$ cat config.mk
export PLATFORM = sky130hd
export DESIGN_NAME = div_unit_flat
export DESIGN_NICKNAME = d
export VERILOG_FILES = /design/src/rtl/div_unit_if.sv /design/src/rtl/div_unit.sv /design/src/flat_wrapper.sv
export SDC_FILE = /design/constraint.sdc
export NUM_CORES = 1
export LEC_CHECK = 0
export BUFFER_PORTS_ARGS = -buffer_cell sky130_fd_sc_hd__buf_2
export CORE_MARGIN = 10
export CORE_UTILIZATION = 50
export DETAILED_ROUTE_END_ITERATION = 7
export PLACE_DENSITY = 0.67
export SLEW_MARGIN = 20
export SYNTH_ARGS = -nofsm -noshare
export SYNTH_HDL_FRONTEND = slang
export SYNTH_SLANG_ARGS = --single-unit
$ cat constraint.sdc
create_clock -name clk -period 6.65 [get_ports clk]
set_input_delay 0.665 -clock clk [delete_from_list [all_inputs] [get_ports clk]]
set_output_delay 0.665 -clock clk [all_outputs]
set_load 0.02 [all_outputs]
$ cat src/rtl/div_unit_if.sv
// Request/response bundle between the execute stage and div_unit.
// The master side drives operands and control; the slave side returns the result and status.
interface div_unit_if #(
    parameter int unsigned DATA_WIDTH = 32
) ();
    logic                      start;
    logic                      cancel;
    logic                      signed_op;
    logic [DATA_WIDTH-1:0]     reg1_i;
    logic [DATA_WIDTH-1:0]     reg2_i;
    logic [2*DATA_WIDTH-1:0]   result_o;
    logic                      done;
    logic                      busy;

    modport master (
        output start, cancel, signed_op, reg1_i, reg2_i,
        input  result_o, done, busy
    );

    modport slave (
        input  start, cancel, signed_op, reg1_i, reg2_i,
        output result_o, done, busy
    );
endinterface

$ cat src/rtl/div_unit.sv
// Multi-cycle restoring integer divider, signed or unsigned, result = {remainder, quotient}.
// Optional macro DIV_ZERO_FAST_EN: a zero divisor completes straight from IDLE without iterating.
module div_unit #(
    parameter int unsigned DATA_WIDTH = 32,
    parameter int unsigned CNT_WIDTH  = 6
) (
    input logic       clk,
    input logic       rst,
    div_unit_if.slave bus
);
    typedef enum logic [1:0] {StIdle, StCalc, StSign, StDone} state_e;

    localparam logic [DATA_WIDTH-1:0] One = {{(DATA_WIDTH-1){1'b0}}, 1'b1};

    state_e                  state_q, state_d;
    logic [CNT_WIDTH-1:0]    cnt_q, cnt_d;
    logic [DATA_WIDTH-1:0]   rem_q, rem_d;
    logic [DATA_WIDTH-1:0]   quo_q, quo_d;
    logic [DATA_WIDTH-1:0]   div_q, div_d;
    logic                    qneg_q, qneg_d;
    logic                    rneg_q, rneg_d;
    logic [2*DATA_WIDTH-1:0] result_q, result_d;
    logic                    done_q, done_d;
    logic                    busy_q, busy_d;

    logic                    a_neg, b_neg, fast_zero, fit;
    logic [DATA_WIDTH:0]     rem_ext;
    logic [DATA_WIDTH-1:0]   rem_sub, quo_res, rem_res;

    function automatic logic [DATA_WIDTH-1:0] negate(input logic [DATA_WIDTH-1:0] x);
        return ~x + One;
    endfunction

    assign a_neg = bus.signed_op & bus.reg1_i[DATA_WIDTH-1];
    assign b_neg = bus.signed_op & bus.reg2_i[DATA_WIDTH-1];

`ifdef DIV_ZERO_FAST_EN
    assign fast_zero = (bus.reg2_i == '0);
`else
    assign fast_zero = 1'b0;
`endif

    // Partial remainder never exceeds twice the divisor, so W-bit wraparound subtraction is exact.
    assign rem_ext = {rem_q, quo_q[DATA_WIDTH-1]};
    assign fit     = (rem_ext >= {1'b0, div_q});
    assign rem_sub = rem_ext[DATA_WIDTH-1:0] - div_q;

    // Zero divisor leaves the dividend magnitude in rem; only the quotient needs forcing.
    always_comb begin
        quo_res = qneg_q ? negate(quo_q) : quo_q;
        if (div_q == '0) quo_res = '1;
        rem_res = rneg_q ? negate(rem_q) : rem_q;
    end

    always_comb begin
        state_d  = state_q;
        cnt_d    = cnt_q;
        rem_d    = rem_q;
        quo_d    = quo_q;
        div_d    = div_q;
        qneg_d   = qneg_q;
        rneg_d   = rneg_q;
        result_d = result_q;
        done_d   = done_q;
        busy_d   = busy_q;

        case (state_q)
            StIdle: begin
                if (bus.start) begin
                    if (fast_zero) begin
                        state_d  = StDone;
                        done_d   = 1'b1;
                        result_d = {bus.reg1_i, {DATA_WIDTH{1'b1}}};
                    end else begin
                        state_d = StCalc;
                        busy_d  = 1'b1;
                        cnt_d   = '0;
                        rem_d   = '0;
                        quo_d   = a_neg ? negate(bus.reg1_i) : bus.reg1_i;
                        div_d   = b_neg ? negate(bus.reg2_i) : bus.reg2_i;
                        qneg_d  = a_neg ^ b_neg;
                        rneg_d  = a_neg;
                    end
                end
            end
            StCalc: begin
                rem_d = fit ? rem_sub : rem_ext[DATA_WIDTH-1:0];
                quo_d = {quo_q[DATA_WIDTH-2:0], fit};
                cnt_d = cnt_q + CNT_WIDTH'(1);
                if (cnt_q == CNT_WIDTH'(DATA_WIDTH - 1)) state_d = StSign;
            end
            StSign: begin
                result_d = {rem_res, quo_res};
                done_d   = 1'b1;
                busy_d   = 1'b0;
                state_d  = StDone;
            end
            StDone: begin
                if (!bus.start) begin
                    state_d  = StIdle;
                    done_d   = 1'b0;
                    result_d = '0;
                end
            end
            default: state_d = StIdle;
        endcase

        if (bus.cancel) begin
            state_d  = StIdle;
            cnt_d    = '0;
            done_d   = 1'b0;
            busy_d   = 1'b0;
            result_d = '0;
        end
    end

    always_ff @(posedge clk) begin
        if (rst) begin
            state_q  <= StIdle;
            cnt_q    <= '0;
            rem_q    <= '0;
            quo_q    <= '0;
            div_q    <= '0;
            qneg_q   <= 1'b0;
            rneg_q   <= 1'b0;
            result_q <= '0;
            done_q   <= 1'b0;
            busy_q   <= 1'b0;
        end else begin
            state_q  <= state_d;
            cnt_q    <= cnt_d;
            rem_q    <= rem_d;
            quo_q    <= quo_d;
            div_q    <= div_d;
            qneg_q   <= qneg_d;
            rneg_q   <= rneg_d;
            result_q <= result_d;
            done_q   <= done_d;
            busy_q   <= busy_d;
        end
    end

    assign bus.result_o = result_q;
    assign bus.done     = done_q;
    assign bus.busy     = busy_q;
endmodule

$ cat src/flat_wrapper.sv
// flat-port wrapper written by rule: the top's interface ports become plain ports
module div_unit_flat 
#(
    parameter int unsigned DATA_WIDTH = 32,
    parameter int unsigned CNT_WIDTH  = 6
)
  (clk, rst, bus_start, bus_cancel, bus_signed_op, bus_reg1_i, bus_reg2_i, bus_result_o, bus_done, bus_busy);
  div_unit_if #(.DATA_WIDTH(DATA_WIDTH)) bus_i ();
  input logic clk;
  input logic rst;
  input wire logic [$bits(bus_i.start)-1:0] bus_start;
  input wire logic [$bits(bus_i.cancel)-1:0] bus_cancel;
  input wire logic [$bits(bus_i.signed_op)-1:0] bus_signed_op;
  input wire logic [$bits(bus_i.reg1_i)-1:0] bus_reg1_i;
  input wire logic [$bits(bus_i.reg2_i)-1:0] bus_reg2_i;
  output wire logic [$bits(bus_i.result_o)-1:0] bus_result_o;
  output wire logic [$bits(bus_i.done)-1:0] bus_done;
  output wire logic [$bits(bus_i.busy)-1:0] bus_busy;
  assign bus_i.start = bus_start;
  assign bus_i.cancel = bus_cancel;
  assign bus_i.signed_op = bus_signed_op;
  assign bus_i.reg1_i = bus_reg1_i;
  assign bus_i.reg2_i = bus_reg2_i;
  assign bus_result_o = bus_i.result_o;
  assign bus_done = bus_i.done;
  assign bus_busy = bus_i.busy;
  div_unit #(.DATA_WIDTH(DATA_WIDTH), .CNT_WIDTH(CNT_WIDTH)) u_core (.clk(clk), .rst(rst), .bus(bus_i));
endmodule
; Word-level counts from Yosys, hierarchy flattened
; Index checks and enable logic that the tools add are counted.
[word_totals]
output_inout_bits = 66
elab_cells = 64
register_bits = 172
inputBits = 69
[op_classes]
n_bitwise = 7
magnitude_cmp = 1
n_mux = 22
n_reduce_logical = 11
n_eq_ne = 7
add_sub_neg = 6
[op_table]
columns = cell, n
row1 = two-way mux 32 bit, 8
row2 = adder 32 x 1 -> 32 bit (second input constant), 4
row3 = inverter 32 bit, 4
row4 = case mux 32 bit (2 select lines), 2
row5 = case mux 64 bit (2 select lines), 1
row6 = two-way mux 64 bit, 1
row7 = greater-or-equal comparator 33 x 32 -> 1 bit, 1
row8 = zero test 32 bit, 1
row9 = subtractor 32 bit, 1
row10 = case mux 6 bit (2 select lines), 1
row11 = case mux 2 bit (4 select lines), 1
row12 = AND reduction 2 bit, 4
row13 = adder 6 x 1 -> 6 bit (second input constant), 1
row14 = == test 6 x 5 -> 1 bit (second input constant), 1
row15 = two-way mux 2 bit, 3
row16 = two-way mux 6 bit, 1
row17 = nonzero test 2 bit, 3
row18 = == test 2 bit (second input constant), 2
row19 = != test 2 bit (second input constant), 2
row20 = case mux 1 bit (2 select lines), 2
row21 = AND reduction 3 bit, 1
row22 = bitwise AND 1 bit, 2
row23 = == test 2 x 1 -> 1 bit (second input constant), 1
row24 = zero test 2 bit, 1
row25 = 4 further kinds, 5

; Depth between registers and ports, before layout
[depth]
ltp_word = 5
ltp_mapped = 13
ltp_nobuf = 13

; Least setup slack after synthesis
; OpenSTA, ideal clock, no wires.
[synth_path]
path_type = input-to-reg
startpoint = in bus_reg1_i[6]
endpoint = reg u_core.quo_q[28]
required_ns = 6.576
stages = 8
arrival_ns = 2.857
slack_ns = 3.719
path_cell_list = or4_1 -> nor4_2 -> nand3b_1 -> or4b_2 -> o21ai_0 -> xnor2_1 -> nand2_1 -> a31oi_1
[synth_between]
elab_chain_cells = 5
[synth_rtl]
columns = item, line_no
row1 = start: declaration, flat_wrapper.sv:14  ; input wire logic [$bits(bus_i.reg1_i)-1:0] bus_reg1_i;
row2 = inverter 32 bit, div_unit.sv:31  ; return ~x + One;
row3 = adder 32 x 1 -> 32 bit, div_unit.sv:31
row4 = two-way mux 32 bit, div_unit.sv:79  ; quo_d = a_neg ? negate(bus.reg1_i) : bus.reg1_i;
row5 = two-way mux 32 bit, div_unit.sv:69  ; if (bus.start) begin
row6 = case mux 32 bit (2 select lines), div_unit.sv:67  ; case (state_q)
row7 = end signal: assignment, div_unit.sv:133  ; quo_q <= quo_d;
row8 = end: declaration, div_unit.sv:18  ; logic [DATA_WIDTH-1:0] quo_q, quo_d;
; Every way passes these cells. The select of a mux whose other input is x is not followed.
; A chain may end at the register's enable or synchronous reset.

; Final worst setup path
[layout_path]
startpoint = reg u_core.rem_q[2]
endpoint = reg u_core.rem_q[5]
[layout_between]
elab_chain_cells = 3
elab_cells_between_ends = 4
classes_between = 1 x add/sub / 1 x order compare / 2 x mux
[layout_rtl]
columns = item, line_no
row1 = start: declaration, div_unit.sv:17  ; logic [DATA_WIDTH-1:0] rem_q, rem_d;
row2 = start signal: assignment, div_unit.sv:132  ; rem_q <= rem_d;
row3 = subtractor 32 bit or greater-or-equal comparator 33 x 32 -> 1 bit (tied branches), "div_unit.sv:46, div_unit.sv:45"
row4 = two-way mux 32 bit *, div_unit.sv:87  ; rem_d = fit ? rem_sub : rem_ext[DATA_WIDTH-1:0];
row5 = case mux 32 bit (2 select lines) *, div_unit.sv:67
; Mark *: on every way between the ends. The rest lies on a longest branch, timed or not.

==> out/qor.log <==
qor: timing.unrepaired_setup_endpoints_after_global_routing false
qor: hold_path.worstHoldPathType flop to flop
qor: timing.hold_slack 0.448 ns
qor: synth.ys_top_cells_by_count sky130_fd_sc_hd__dfxtp_1 (172), sky130_fd_sc_hd__nand2_1 (168), sky130_fd_sc_hd__nor2_1 (134)
qor: cells_and_area.post_route_cells_drive_above_1_share 13.1%
qor: synth.syn_inst 1,431
qor: placed_design.hpwl 23.6 mm
qor: flow_run.number_of_max_capacitance_violations_reported 0
qor: placed_design.port-buffer-count 134
qor: drt.postRouteWirelength 30.9 mm
qor: grt.grt_first_pass_wirelength 50.1 mm
qor: drt.drt_pre_antenna_iters 6
qor: floorplanning.floorplan.die_area 28,400 um^2
qor: drt.dr_total_vias 10,300
qor: synth.synthesis.nets 1,542
qor: floorplanning.pin_count 135
qor: drt.route.antenna.remaining_nets 0
qor: worst_setup_path.crit_start_category flop
qor: cells_and_area.final-instance-count-excl-fill 1,791
qor: synth.synth-edff-count 0
qor: clock_network.htreeDepth 4
qor: floorplanning.core_region_area 21,800 um^2
qor: clock_network.cts_tree yes
qor: timing.post-route-worst-setup-slack 2.98 ns
qor: cells_and_area.finalCoreUtilization 56.7%
qor: floorplanning.die-height 168 um
qor: placed_design.dp.cells 1,759
qor: floorplanning.initial_utilization 50.6%
qor: placed_design.detailedPlace.worstSlack 3.07 ns
qor: placed_design.postPlaceCellArea 11,800 um^2
qor: timing.hold_viol_final 0
qor: drt.detailedRoute.firstIterationViolations 837
qor: drt.wl_per_cell 17.2 um
qor: drt.drt-vias-per-instance 5.75
qor: synth.avgSynthCellArea 7.69 um^2
qor: cells_and_area.layout-area-overhead-vs-synth 12.1%
qor: grt.initial_antenna_violation_count 0
qor: timing.worst_pin_slew 1.05 ns
qor: clock_network.cts_resized 0
qor: hold_path.worstHoldPathCells 1
qor: power.design_power_total 2.58 mW
qor: synth.seq_area_frac_synth 31.3%
qor: cells_and_area.area.sequential 3440 um^2
qor: cells_and_area.nNetsFinal 1,609
qor: synth.synthDominantAreaCellType sky130_fd_sc_hd__dfxtp_1
qor: grt.overflow 0
qor: clock_network.postCtsSetupRepairBufs 0
qor: grt.maximum_number_of_pins_on_one_net_before_global_route_repair 64
qor: cells_and_area.fillCellCount 2,112
qor: timing.finalCritPeriodShare 55.2%
qor: timing.finalMaxSlewViolations 0
qor: clock_network.cts-buffers-inserted 17
qor: clock_network.clk_latency 0.44 ns
qor: synth.synth_area 11,000 um^2
qor: timing.final.setup.tns 0 ns
qor: clock_network.cts.clk_slew.worst_paths 0.08 ns
qor: worst_setup_path.cp-end-kind flop
qor: grt.global_route_usage_over_all_layers 21.1%
qor: worst_setup_path.cp_data_arrival_time 3.95 ns
qor: synth.yosys_warnings 0
qor: cells_and_area.multi_input_comb_area 7050 um^2
qor: clock_network.cts.hold.buffers_added 0
qor: synth.synthDominantCellAreaShare 31.3%
qor: worst_setup_path.timing.critical_path.required 6.93 ns
qor: timing.timing.slew.headroom 30.2%
qor: timing.setup_viol 0
qor: clock_network.ctsLongestPathBuffers 2
qor: timing.fmax 272 MHz
qor: power.irDropWorstVdd 0.110 mV
qor: power.power.static_leakage 5.23 nW
qor: worst_setup_path.timing.reg2reg.worst_path_depth 11
qor: synth.yosys.cell_types.count 63
qor: synth.ys_ff_latch 172
qor: timing.fin_crit 3.67 ns
qor: synth.postSynth.asyncResetShare 0%
qor: floorplanning.die_width 168 um
qor: synth.yosys.cell_count.top_type sky130_fd_sc_hd__dfxtp_1
qor: timing.final_clock_skew 0.0121 ns
qor: cells_and_area.final_cell_area 12,300 um^2
qor: synth.synth_top_flop_cell sky130_fd_sc_hd__dfxtp_1
qor: drt.drcViolationCount 0
qor: clock_network.numClockSinks 172
qor: grt.number_of_global_route_vias_before_repair 9,344
qor: power.total_power_per_unit_cell_area 209 nW/um^2
qor: clock_network.ctsRootBufferMaster sky130_fd_sc_hd__clkbuf_16
qor: synth.ys_top_cells_by_area sky130_fd_sc_hd__dfxtp_1 (31%), sky130_fd_sc_hd__xnor2_1 (6.0%), sky130_fd_sc_hd__a21oi_1 (5.8%)
qor: placed_design.gp_congestion 0.977
qor: worst_setup_path.timing.critical_path.fanout_max 24
qor: outcome.status finished clean
qor: cells_and_area.insertedDiodeCount 0
qor: worst_setup_path.worstSetupPathType flop to flop
qor: floorplanning.rows 54
## cells by family after synthesis
family / Yosys count / synth area share (%)
AND/OR/NAND/NOR: 463 / 19.8
AO/OA/AOI/OAI: 433 / 24.6
flip-flops: 172 / 31.3
XOR/XNOR: 144 / 11.5
buffers and inverters: 144 / 5.01
adder cells (fa/ha/maj): 42 / 4.84
multiplexers: 33 / 3.01
## critical path, stage by stage, from the launching register on
cell and delay [ns]:
sky130_fd_sc_hd__dfxtp_1 0.51, sky130_fd_sc_hd__ha_1 0.37, sky130_fd_sc_hd__a21o_1 0.20, sky130_fd_sc_hd__a21oi_1 0.21, sky130_fd_sc_hd__a21oi_1 0.14, sky130_fd_sc_hd__o211ai_1 0.24, sky130_fd_sc_hd__a31oi_1 0.22, sky130_fd_sc_hd__o211a_1 0.31
sky130_fd_sc_hd__o22ai_4 0.50, sky130_fd_sc_hd__buf_4 0.46, sky130_fd_sc_hd__mux2i_1 0.23, sky130_fd_sc_hd__o21ai_0 0.11
## path summary, 6_finish.rpt
| kind | startpoint | slack (ns) | to |
|---|---|---|---|
| hold reg to reg | u_core.bus.result_o[30]$_SDFFE_PP0P_ | 0.45 | u_core.bus.result_o[30]$_SDFFE_PP0P_ |
| setup / recovery | u_core.rem_q[2]$_SDFFE_PP0P_ | 2.98 | u_core.rem_q[5]$_SDFFE_PP0P_ |
| setup reg to reg | u_core.rem_q[2]$_SDFFE_PP0P_ | 2.98 | u_core.rem_q[5]$_SDFFE_PP0P_ |
| hold / removal | u_core.bus.result_o[30]$_SDFFE_PP0P_ | 0.45 | u_core.bus.result_o[30]$_SDFFE_PP0P_ |
## report_power, final
group          switching [mW]  internal [mW]  total (mW)
clock                   0.475          0.510       0.985
sequential             0.0537           1.07        1.12
combinational           0.293          0.177       0.470
## flip-flops by register name (all words and copies together) (netlist names)
name	cells
u_core.bus.done	1
u_core.qneg_q	1
u_core.bus.result_o	64
u_core.state_q	2
u_core.bus.busy	1
u_core.rem_q	32
u_core.div_q	32
u_core.quo_q	32
u_core.rneg_q	1
u_core.cnt_q	6
## cells in the final DEF, fill, tap and decap left out, types with 6 or more instances in the layout
master and instances:
sky130_fd_sc_hd__or2_2 8, sky130_fd_sc_hd__a211oi_1 28, sky130_fd_sc_hd__clkbuf_16 17, sky130_fd_sc_hd__nand2b_1 9, sky130_fd_sc_hd__and2_1 8, sky130_fd_sc_hd__xor2_1 68, sky130_fd_sc_hd__o21ai_0 112, sky130_fd_sc_hd__buf_2 134
sky130_fd_sc_hd__or4_1 11, sky130_fd_sc_hd__mux2i_1 32, sky130_fd_sc_hd__inv_1 50, sky130_fd_sc_hd__o21a_1 6, sky130_fd_sc_hd__or3_1 16, sky130_fd_sc_hd__nand3b_1 6, sky130_fd_sc_hd__o31ai_1 23, sky130_fd_sc_hd__xnor2_1 76
sky130_fd_sc_hd__nor4_1 20, sky130_fd_sc_hd__nand4_1 17, sky130_fd_sc_hd__o41ai_1 15, sky130_fd_sc_hd__a22o_1 12, sky130_fd_sc_hd__nand3_1 22, sky130_fd_sc_hd__a21o_1 32, sky130_fd_sc_hd__buf_4 8, sky130_fd_sc_hd__nand2_1 168
sky130_fd_sc_hd__ha_1 40, sky130_fd_sc_hd__a311oi_1 8, sky130_fd_sc_hd__dfxtp_1 172, sky130_fd_sc_hd__nor3_1 18, sky130_fd_sc_hd__and3_1 6, sky130_fd_sc_hd__a21oi_1 127, sky130_fd_sc_hd__a31oi_1 11, sky130_fd_sc_hd__a22oi_1 24
sky130_fd_sc_hd__nor2_1 133
## final cells by class
type	count	area share [%]
clock inverter	14	1.21
tap	280	2.84
multi-input combinational	1115	57.1
sequential	172	27.9
timing repair buffer	142	5.92
clock buffer	18	3.56
inverter	50	1.52
## per-layer routing
layer | routed length [um] | track usage, % | up-vias
li1 | - | - | 5235
met1 | 16600 | 33.9 | 4705
met2 | 11600 | 27.0 | 334
met3 | 2440 | 4.35 | 21
met4 | 265 | 4.77 | 0
met5 | 0 | 0 | -
No activity file was read; power rests on OpenSTA's default activity.
